**config.mk**
```make
export PLATFORM = sky130hd
export DESIGN_NAME = bus_reg_responder
export DESIGN_NICKNAME = d
export VERILOG_FILES = /design/src/rtl/bus_reg_responder.sv
export SDC_FILE = /design/constraint.sdc
export NUM_CORES = 1
export LEC_CHECK = 0
export ABC_AREA = 1
export CORE_ASPECT_RATIO = 0.7
export CORE_UTILIZATION = 51
export DETAILED_ROUTE_END_ITERATION = 10
export MAX_ROUTING_LAYER = met4
export PLACE_DENSITY = 0.8
export SKIP_CTS_REPAIR_TIMING = 1
export SLEW_MARGIN = 20
export SYNTH_ARGS = -nofsm -noshare
export SYNTH_HDL_FRONTEND = slang
export SYNTH_SLANG_ARGS = --single-unit
```
**constraint.sdc**
```tcl
create_clock -name clk -period 3.73 [get_ports clk]
set_input_delay 0.746 -clock clk [delete_from_list [all_inputs] [get_ports clk]]
set_output_delay 0.746 -clock clk [all_outputs]
set_load 0.05 [all_outputs]
```
**src/rtl/bus_reg_responder.sv**
```systemverilog
// bus_reg_responder: slave end of the VJTAG host system bus.
// Holds a bank of NUM_REGS read/write registers, exported flat on reg_out.
// REQ_WAIT adds request wait states; READ_LATENCY sets how long a read
// takes to answer, so slow peripherals can be modelled during bring-up.
// Optional build macro BUS_REG_ERR_EN adds an rsp_err output that flags
// accesses to unmapped addresses.
module bus_reg_responder #(
  parameter int ADDR_WIDTH   = 16,
  parameter int DATA_WIDTH   = 16,
  parameter int NUM_REGS     = 16,
  parameter int REQ_WAIT     = 0,
  parameter int READ_LATENCY = 1
) (
  input  logic                           clk,
  input  logic                           rst_n,
  input  logic [ADDR_WIDTH-1:0]          address,
  input  logic                           wvalid,
  input  logic                           rvalid,
  input  logic [DATA_WIDTH-1:0]          wdata,
  output logic                           ready,
  output logic                           rsp_valid,
  output logic [DATA_WIDTH-1:0]          rsp_data,
`ifdef BUS_REG_ERR_EN
  output logic                           rsp_err,
`endif
  output logic [NUM_REGS*DATA_WIDTH-1:0] reg_out
);

  localparam int IDX_W  = $clog2(NUM_REGS);
  localparam int WAIT_W = (REQ_WAIT > 0) ? $clog2(REQ_WAIT + 1) : 1;
  localparam int LAT_W  = $clog2(READ_LATENCY + 1);

  localparam logic [WAIT_W-1:0]     WAIT_MAX   = WAIT_W'(REQ_WAIT);
  localparam logic [LAT_W-1:0]      LAT_MAX    = LAT_W'(READ_LATENCY);
  localparam logic [ADDR_WIDTH-1:0] NUM_REGS_A = ADDR_WIDTH'(NUM_REGS);

  typedef enum logic {
    IDLE,
    RLAT
  } state_t;

  state_t              state_q, state_d;
  logic [WAIT_W-1:0]   wait_cnt_q, wait_cnt_d;
  logic [LAT_W-1:0]    lat_cnt_q, lat_cnt_d;
  logic [DATA_WIDTH-1:0] regs [NUM_REGS];
  logic [DATA_WIDTH-1:0] rd_q;
  logic [DATA_WIDTH-1:0] rsp_hold_q;
  logic                req;
  logic                mapped;
  logic [IDX_W-1:0]    idx;
  logic                wr_acc;
  logic                rd_acc;
  logic                rsp_fire;

  assign req    = wvalid | rvalid;
  assign mapped = (address < NUM_REGS_A);
  assign idx    = address[IDX_W-1:0];

  // Next-state, wait-state counting and accept decode; a write wins over a simultaneous read
  always_comb begin
    state_d    = state_q;
    lat_cnt_d  = lat_cnt_q;
    wait_cnt_d = '0;
    ready      = 1'b0;
    wr_acc     = 1'b0;
    rd_acc     = 1'b0;
    rsp_fire   = 1'b0;
    case (state_q)
      IDLE: begin
        if (req) begin
          if (wait_cnt_q == WAIT_MAX) begin
            ready  = rst_n;
            wr_acc = rst_n & wvalid;
            rd_acc = rst_n & rvalid & ~wvalid;
            if (rd_acc) begin
              state_d   = RLAT;
              lat_cnt_d = LAT_W'(1);
            end
          end else begin
            wait_cnt_d = wait_cnt_q + WAIT_W'(1);
          end
        end
      end
      RLAT: begin
        if (lat_cnt_q == LAT_MAX) begin
          rsp_fire  = rst_n;
          state_d   = IDLE;
          lat_cnt_d = '0;
        end else begin
          lat_cnt_d = lat_cnt_q + LAT_W'(1);
        end
      end
      default: state_d = IDLE;
    endcase
  end

  // FSM state and counters
  always_ff @(posedge clk) begin
    if (!rst_n) begin
      state_q    <= IDLE;
      wait_cnt_q <= '0;
      lat_cnt_q  <= '0;
    end else begin
      state_q    <= state_d;
      wait_cnt_q <= wait_cnt_d;
      lat_cnt_q  <= lat_cnt_d;
    end
  end

  // Register bank; unmapped writes are dropped
  always_ff @(posedge clk) begin
    if (!rst_n) begin
      for (int i = 0; i < NUM_REGS; i++) begin
        regs[i] <= '0;
      end
    end else if (wr_acc && mapped) begin
      regs[idx] <= wdata;
    end
  end

  // Capture read data at accept (pre-write contents) and remember the last response
  always_ff @(posedge clk) begin
    if (!rst_n) begin
      rd_q       <= '0;
      rsp_hold_q <= '0;
    end else begin
      if (rd_acc) begin
        rd_q <= mapped ? regs[idx] : '0;
      end
      if (rsp_fire) begin
        rsp_hold_q <= rd_q;
      end
    end
  end

  assign rsp_valid = rsp_fire;
  assign rsp_data  = rsp_fire ? rd_q : rsp_hold_q;

  for (genvar i = 0; i < NUM_REGS; i++) begin : g_reg_out
    assign reg_out[i*DATA_WIDTH +: DATA_WIDTH] = regs[i];
  end

`ifdef BUS_REG_ERR_EN
  logic rd_err_q;
  logic wr_err_q;

  // Remember whether the in-flight read missed the map, and pulse after an unmapped write
  always_ff @(posedge clk) begin
    if (!rst_n) begin
      rd_err_q <= 1'b0;
      wr_err_q <= 1'b0;
    end else begin
      if (rd_acc) begin
        rd_err_q <= ~mapped;
      end
      wr_err_q <= wr_acc & ~mapped;
    end
  end

  assign rsp_err = rst_n & ((rsp_fire & rd_err_q) | wr_err_q);
`endif

endmodule
```
### Word level (Yosys, flattened, before mapping)

Memories as Yosys holds them, arrays and structs flattened.
Cells that the tools add are included.

| cells by class | value |
|---|---|
| $add $sub $neg | 2 |
| order comparisons | 1 |
| eq/ne operators | 3 |
| mux-type cells | 30 |
| bitwise operators | 9 |
| reduce and logical (&&, ||, !) cells | 4 |

Operators by type and width:

| kind | number |
|---|---|
| 2-to-1 mux 16 bit | 3 |
| 2-to-1 mux 1 bit | 24 |
| < comparator 16 x 5 -> 1 bit (second input constant) | 1 |
| OR reduction 16 bit | 1 |
| != test 2 bit (second input constant) | 3 |
| inverter 1 bit | 5 |
| 2-to-1 mux 4 bit | 1 |
| case mux 1 bit (2 select lines) | 2 |
| OR reduction 4 bit | 1 |
| bitwise AND 1 bit | 3 |
| AND reduction 3 bit | 1 |
| adder 1 bit (second input constant) | 2 |
| logical AND 1 bit | 1 |
| OR 1 bit | 1 |

| word-level totals | value |
|---|---|
| bits in registers | 35 |
| memory bits (writable) | 256 |
| bits of input ports | 36 |
| logic and storage cells | 55 |
| memories | 1 |

Memories:

| name | depth | width | read ports | clocked after Yosys merged registers in | wr ports | line | source |
|---|---|---|---|---|---|---|---|
| regs | 16 | 16 | 17 | 0 | 16 | 45 | `logic [DATA_WIDTH-1:0] regs [NUM_REGS];` |

### Longest topological paths before layout

Gate-level depths: netlist of the first run.

| depth | value |
|---|---|
| depth in word-level cells | 10 |
| depth in mapped cells | 13 |
| mapped depth without buffers | 10 |

### Worst setup path after synthesis of the first run

No wires, ideal clock.

| timing path | value |
|---|---|
| path type | input-to-reg |
| start point | in address[12] |
| end point | mem regs[0][0] (enable) |
| library setup time | 411 ps |
| arrival | 2,739 ps |
| data required time | 3,319 ps |
| setup slack | 579 ps |
| stages on the path | 8 |
| path buffers | 1 |
| cell sequence | nor2_1 > nand2_1 > nor2_1 > nand2_1 > nor3_2 > nand2_1 > buf_2 > o21ai_0 |

RTL lines:

| element | line | source |
|---|---|---|
| start: declaration | 16 | `input logic [ADDR_WIDTH-1:0] address,` |
| end: declaration | 45 |  |

### Final worst setup path of the first run

| timing path | value |
|---|---|
| start point | in rst_n |
| end point | out rsp_data[0] |

| between the ends | value |
|---|---|
| word-level cells in the longest chain between the ends | 3 |

RTL lines:

| element | line | source |
|---|---|---|
| start: declaration | 15 | `input logic rst_n,` |
| 2-to-1 mux 1 bit | 85 | `if (lat_cnt_q == LAT_MAX) begin` |
| 2-to-1 mux 1 bit | 68 | `case (state_q)` |
| 2-to-1 mux 16 bit | -- |  |
| end: declaration | 22 | `output logic [DATA_WIDTH-1:0] rsp_data,` |

Every way passes these cells.

==> results.ini, run 1 <==
[routing]
wl_per_cell_um=22.3
detailedRoute.firstPassIterationCount=6
finalWirelength_um=51000
drc=0
drtAntennaViolNets=0
drt_iter0_markers=1562
vias=12900
detail_route.vias_per_cell=5.64

[clocking]
cts-root-to-sink-buffers=3
tritoncts_buffers=28
clk_root_buffer_cell=sky130_fd_sc_hd__clkbuf_16
clock_insertion_delay_worst_skew_ns=0.55
cts_tree=yes
register_clock_pin_slew_on_the_reported_worst_setup_and_hold_paths_ns=0.06
h-tree-depth=1
cts.sinks=291

[sta]
worstMarginPinSlew_ns=1.08
setup-tns-final_ns=0
hold_viol=0
finalCritPeriodShare=0.874
final_setup_violation_count=0
timing.slew.headroom=0.278
fin_crit_ns=3.26
max_slew_violations=0
clock_skew_ns=0.0134
max_freq_mhz=307
final_critical_path_setup_slack_ns=0.469
setup_repair_after_global_routing_missed_its_margin=no

[final_layout]
final_nets=1933
n_fill_cell=2092
multi_input_area_mm2=0.00453
area.growth.synth_to_final_pct=31.4
seq_area_mm2=0.00839
final_layout_size_suffix_gt1_frac=0.0964

[worst_setup_path]
worst_path_max_delay_cell=sky130_fd_sc_hd__clkdlybuf4s50_1
critical_path_fanouts_max=49
crit_path_cell_trace=clkdlybuf4s50_1 -> inv_2 -> nor3_2 -> buf_4 -> or2_2 -> inv_1 -> a21oi_1 -> buf_12
worst_ep_required_time_ns=2.98
cp.buffers_inverters=5
reg2reg_from=state_q$_SDFF_PN0_
critical_path.startpoint=rst_n
crit_type=input port to output pin
cp-start-kind=input port
timing.critical_path.max_delay_family=buffers and inverters
worst_setup_path_end_kind=output pin
worst-endpoint-arrival_ns=2.52
cpPeakStageDelay_ns=0.54

[yosys]
synth.ff_latch_count=291
post_synth.cell_area_avg_um2=8.78
syn_area_mm2=0.0143
synth_fp_nets=1665
yosys.cell_types.count=24
synth_edf_count=256
synth_top_flop_cell=sky130_fd_sc_hd__edfxtp_1
async_reset_ff_frac=0
synth-warning-count=0
seq_area_frac_synth=0.587
synth_cells=1629

[run]
max-cap-violations=0

[floorplan]
floorplan.rows=50
placeableCoreArea_mm2=0.0272
chipWidth_um=202
die_y_um=142
io_pins=310
initial_core_util=0.527
die_area_mm2=0.0287

[global_route]
grt_use_total=0.364
initial_antenna_violation_count=1
grt_max_degree=91
first_global_vias=12300
globalRoute.totalOverflow=0
wire_length_of_the_first_global_routing_pass_um=75000

[power_and_ir_drop]
power.total_mw=7.71
power.density_cell_area_mw_per_mm2=411
power.leakage_nw=7.47
power.ir.vdd_worst_uv=329

[placed_design]
place_worst_setup_slack_ns=0.451
dp_hpwl_um=36100
port_buffers=309
gp_congestion=0.960

[worst_hold_path]
hold_start=rd_q[14]$_SDFFE_PN0P_
holdCritPathClass=flip-flop to flip-flop

[status]
status=completed

## Yosys cell counts (19+ instances only)
cell	instances	area, µm²
sky130_fd_sc_hd__o21ai_0	63	315
sky130_fd_sc_hd__dfxtp_1	35	701
sky130_fd_sc_hd__edfxtp_1	256	7690
sky130_fd_sc_hd__nor3_1	214	1070
sky130_fd_sc_hd__a21oi_1	19	95.1
sky130_fd_sc_hd__clkbuf_1	73	274
sky130_fd_sc_hd__nor3_2	44	440
sky130_fd_sc_hd__inv_1	222	833
sky130_fd_sc_hd__buf_2	43	215
sky130_fd_sc_hd__nor2_1	134	503
sky130_fd_sc_hd__nand2_1	443	1660
## layer usage
metal / wire, µm / vias to the layer above / global-route usage
met5: 0 / - / -
met4: 1830 / 0 / 0.123
met3: 7010 / 128 / 0.0959
met2: 22200 / 966 / 0.533
met1: 20000 / 5978 / 0.493
li1: - / 5805 / -
## sequential cells by signal, summed over array words and instances, names as in the netlist
signal,count
lat_cnt_q,1
rd_q,16
regs,256
rsp_hold_q,16
state_q,1
wait_cnt_q,1
## cells in the final DEF (no fill, tap or decap), types with 19 or more instances in the layout
cell,count
sky130_fd_sc_hd__nand2_1,438
sky130_fd_sc_hd__clkdlybuf4s50_1,289
sky130_fd_sc_hd__edfxtp_1,256
sky130_fd_sc_hd__inv_1,221
sky130_fd_sc_hd__nor3_1,213
sky130_fd_sc_hd__nor2_1,134
sky130_fd_sc_hd__buf_4,53
sky130_fd_sc_hd__o21ai_0,47
sky130_fd_sc_hd__nor3_2,45
sky130_fd_sc_hd__dfxtp_1,35
sky130_fd_sc_hd__clkbuf_16,29
sky130_fd_sc_hd__buf_12,20
sky130_fd_sc_hd__a21oi_1,19
## power by group
group          internal (mW)  switching, mW  total, mW
sequential              3.64         0.0883       3.73
combinational          0.338          0.929       1.27
clock                   1.48           1.23       2.72
## cells by family (layout without fill, tap and decap cells)
logic type | count (synthesis) | count (layout) | share of synthesized area
buf+inv | 353 | 643 | 0.0978
other cells | 1 | 2 | 0.000262
flops | 291 | 291 | 0.587
compound gates | 98 | 98 | 0.0371
simple gates | 886 | 886 | 0.278
## final timing paths
kind | depth (start not counted) | slack (ns) | to
setup / recovery | 8 | 0.47 | rsp_data[0]
hold / removal | 2 | 0.48 | rd_q[14]$_SDFFE_PN0P_
setup reg to reg | 7 | 1.31 | regs[7][2]$_SDFFCE_PN0P_
hold reg to reg | 2 | 0.48 | rd_q[14]$_SDFFE_PN0P_
## worst reg2reg max path, stage by stage, from the launching register on
cell	delay [ns]
sky130_fd_sc_hd__dfxtp_1	0.31
sky130_fd_sc_hd__inv_1	0.11
sky130_fd_sc_hd__nand3b_1	0.15
sky130_fd_sc_hd__nor3_2	0.55
sky130_fd_sc_hd__nand2_2	0.29
sky130_fd_sc_hd__buf_4	0.30
sky130_fd_sc_hd__o21ai_1	0.14
sky130_fd_sc_hd__buf_4	0.26
## stage by stage
stage,instances,util,area [µm²],hold WS [ns]
4_1_cts,2283,0.692,18800,0.481
6_report,2284,0.692,18800,0.479
5_1_grt,2284,0.692,18800,0.495
3_3_place_gp,2231,0.660,17900,0.458
3_5_place_dp,2231,0.660,17900,0.472
2_1_floorplan,1629,-,14300,0.445
## cell type report
type	count	area share
tap	364	0.0242
timing repair buffer	363	0.197
clock inverter	19	0.00613
multi-input combinational	985	0.241
clock buffer	33	0.0394
inverter	228	0.0456
antenna	1	0.000133
sequential	291	0.447
(Power assumes the default switching activity.)
==> run 2: changes to the inputs <==
CORE_ASPECT_RATIO = not set   (was 0.7)
==> results.ini, run 2 (same netlist as run 1, synthesis figures left out) <==
[status]
status=completed

[sta]
worstMarginPinSlew_ns=1.03  ; -0.0511 ns
fin_crit_ns=3.13  ; -0.126 ns
holdWs_ns=0.490  ; +0.0102 ns
max_slew_violations=0  ; unchanged
hold_viol=0  ; unchanged
finalCritPeriodShare=0.840  ; -0.0339
setup-tns-final_ns=0  ; unchanged
max_freq_mhz=319  ; +4.0%
final_critical_path_setup_slack_ns=0.595  ; +0.126 ns
final_setup_violation_count=0  ; unchanged
timing.slew.headroom=0.312  ; +0.0341
setup_repair_after_global_routing_missed_its_margin=no
clock_skew_ns=0.0127  ; -0.000736 ns

[routing]
drt_iter0_markers=1725  ; +10%
finalWirelength_um=50100  ; -1.9%
detailedRoute.firstPassIterationCount=6  ; unchanged
met3WireLength_um=6490  ; -7.4%
met2WireLength_um=23400  ; +5.5%
wl_per_cell_um=21.8  ; -2.5%
wire_length_the_detailed_router_placed_on_met1_um=17900  ; -11%
vias=13000  ; +1.1%
drtAntennaViolNets=0  ; unchanged
drc=0  ; unchanged
detail_route.vias_per_cell=5.66  ; +0.48%
topRoutingLayerUsed=met4

[worst_setup_path]
critical_path.startpoint=rst_n
worst_path_max_delay_cell=sky130_fd_sc_hd__clkdlybuf4s50_1
worst_setup_path_end_kind=output pin
rrSetupSlack_ns=1.69  ; +0.38 ns
worst-endpoint-arrival_ns=2.39  ; -0.13 ns
crit_type=input port to output pin
cp-start-kind=input port
reg2reg_from=state_q$_SDFF_PN0_
crit_path_cell_trace=clkdlybuf4s50_1 -> inv_2 -> nor3_2 -> buf_4 -> or2_2 -> inv_1 -> a21oi_1 -> buf_12
critical_path_fanouts_max=39  ; -20%
worst_ep_required_time_ns=2.98  ; about the same
cpPeakStageDelay_ns=0.50  ; -0.04 ns

[clocking]
clock_insertion_delay_worst_skew_ns=0.57  ; +0.02 ns
cts.sinks=291  ; unchanged
h-tree-depth=1  ; unchanged
cts_tree=yes
tritoncts_buffers=30  ; +7.1%
cts-root-to-sink-buffers=3  ; unchanged
register_clock_pin_slew_on_the_reported_worst_setup_and_hold_paths_ns=0.06  ; about the same
clk_root_buffer_cell=sky130_fd_sc_hd__clkbuf_16

[placed_design]
port_buffers=309  ; unchanged
gp_congestion=0.925  ; -3.6%
place_worst_setup_slack_ns=0.594  ; +0.143 ns
placedInstanceArea_mm2=0.0180  ; +0.22%
dp_hpwl_um=34400  ; -4.9%

[final_layout]
final_nets=1939  ; +0.31%
area.growth.synth_to_final_pct=32.2
regMostFlops=regs
flip_flop_count_of_the_largest_register_all_copies_and_words_added=256  ; unchanged
final_layout_size_suffix_gt1_frac=0.103  ; +0.00651
layout_common_cells=sky130_fd_sc_hd__nand2_1, sky130_fd_sc_hd__clkdlybuf4s50_1, sky130_fd_sc_hd__edfxtp_1
layout.cells.most_common=sky130_fd_sc_hd__nand2_1
top_regs=regs x256, rd_q x16, rsp_hold_q x16
finalInstanceArea_mm2=0.0189  ; +0.64%

[floorplan]
floorplan.rows=60  ; +20%
die_y_um=169  ; +19%
chipWidth_um=169  ; -16%
io_pins=310  ; unchanged
placeableCoreArea_mm2=0.0273  ; +0.37%
initial_core_util=0.525  ; -0.00193
die_area_mm2=0.0287  ; about the same

[global_route]
grt_max_degree=84  ; -7.7%
globalRoute.totalOverflow=0  ; unchanged
grt_use_total=0.357  ; -0.00698
first_global_vias=12600  ; +3.2%
wire_length_of_the_first_global_routing_pass_um=73800  ; -1.6%
initial_antenna_violation_count=2  ; +1

[power_and_ir_drop]
power_share_of_the_sequential_group=0.473  ; -0.011
power.share.clock=0.367  ; +0.015
switching_share=0.288  ; -0.00379
switching_power_mw=2.27  ; +1.0%
power.leakage_nw=7.55  ; +1.1%
share_comb_of_total_power=0.160  ; -0.004
power.density_cell_area_mw_per_mm2=418  ; +1.7%
intPower_mw=5.62  ; +2.9%
power.total_mw=7.90  ; +2.4%
power.ir.vdd_worst_uv=274  ; -17%

[worst_hold_path]
holdCritPathClass=flip-flop to flip-flop
hold_start=lat_cnt_q$_SDFFE_PN0P_

[run]
max-cap-violations=0  ; unchanged

run 2: final cells by class:
| class | instances | area (µm²) |
|---|---|---|
| Tap cell | 372 | 465 |
| Fill cell | 2028 | 8350 |
| Clock buffer | 43 | 887 |
| Inverter | 228 | 856 |
| Timing Repair Buffer | 367 | 3730 |
| Multi-Input combinational cell | 985 | 4530 |
| Antenna cell | 2 | 5.00 |
| Clock inverter | 10 | 46.3 |
| Sequential cell | 291 | 8390 |
run 2: per-layer routing:
metal	global-route usage	up-vias
li1	-	5816
met1	0.451	6060
met2	0.565	989
met3	0.0616	153
met4	0.163	0
met5	-	-
run 2: worst max-delay path, delay by kind of cell:
| kind | cells | cell delay [ns] |
|---|---|---|
| AOI/OAI and AO/OA | 1 | 0.22 |
| buffers and inverters | 5 | 1.09 |
| and+or+nand+nor | 2 | 0.31 |
run 2: final timing paths:
kind	to	cells past startpoint
worst max-delay path	rsp_data[7]	8
worst max register to register	regs[8][4]$_SDFFCE_PN0P_	7
worst min register to register	lat_cnt_q$_SDFFE_PN0P_	2
worst min-delay path	lat_cnt_q$_SDFFE_PN0P_	2
run 2: power by group through the flow:
stage	registers [mW]	clock network, mW	logic (mW)
after floorplan	4.16	0	0.373
after global placement	3.79	0	1.23
after detailed placement	3.80	0	1.24
after CTS	3.73	2.88	1.25
after global routing	3.74	3.01	1.31
final	3.73	2.90	1.27
run 2: metrics by stage:
stage	utilization	cells
4_1_cts	0.693	2296
2_1_floorplan	-	1629
5_1_grt	0.694	2298
3_5_place_dp	0.659	2243
6_report	0.694	2298
3_3_place_gp	0.659	2243
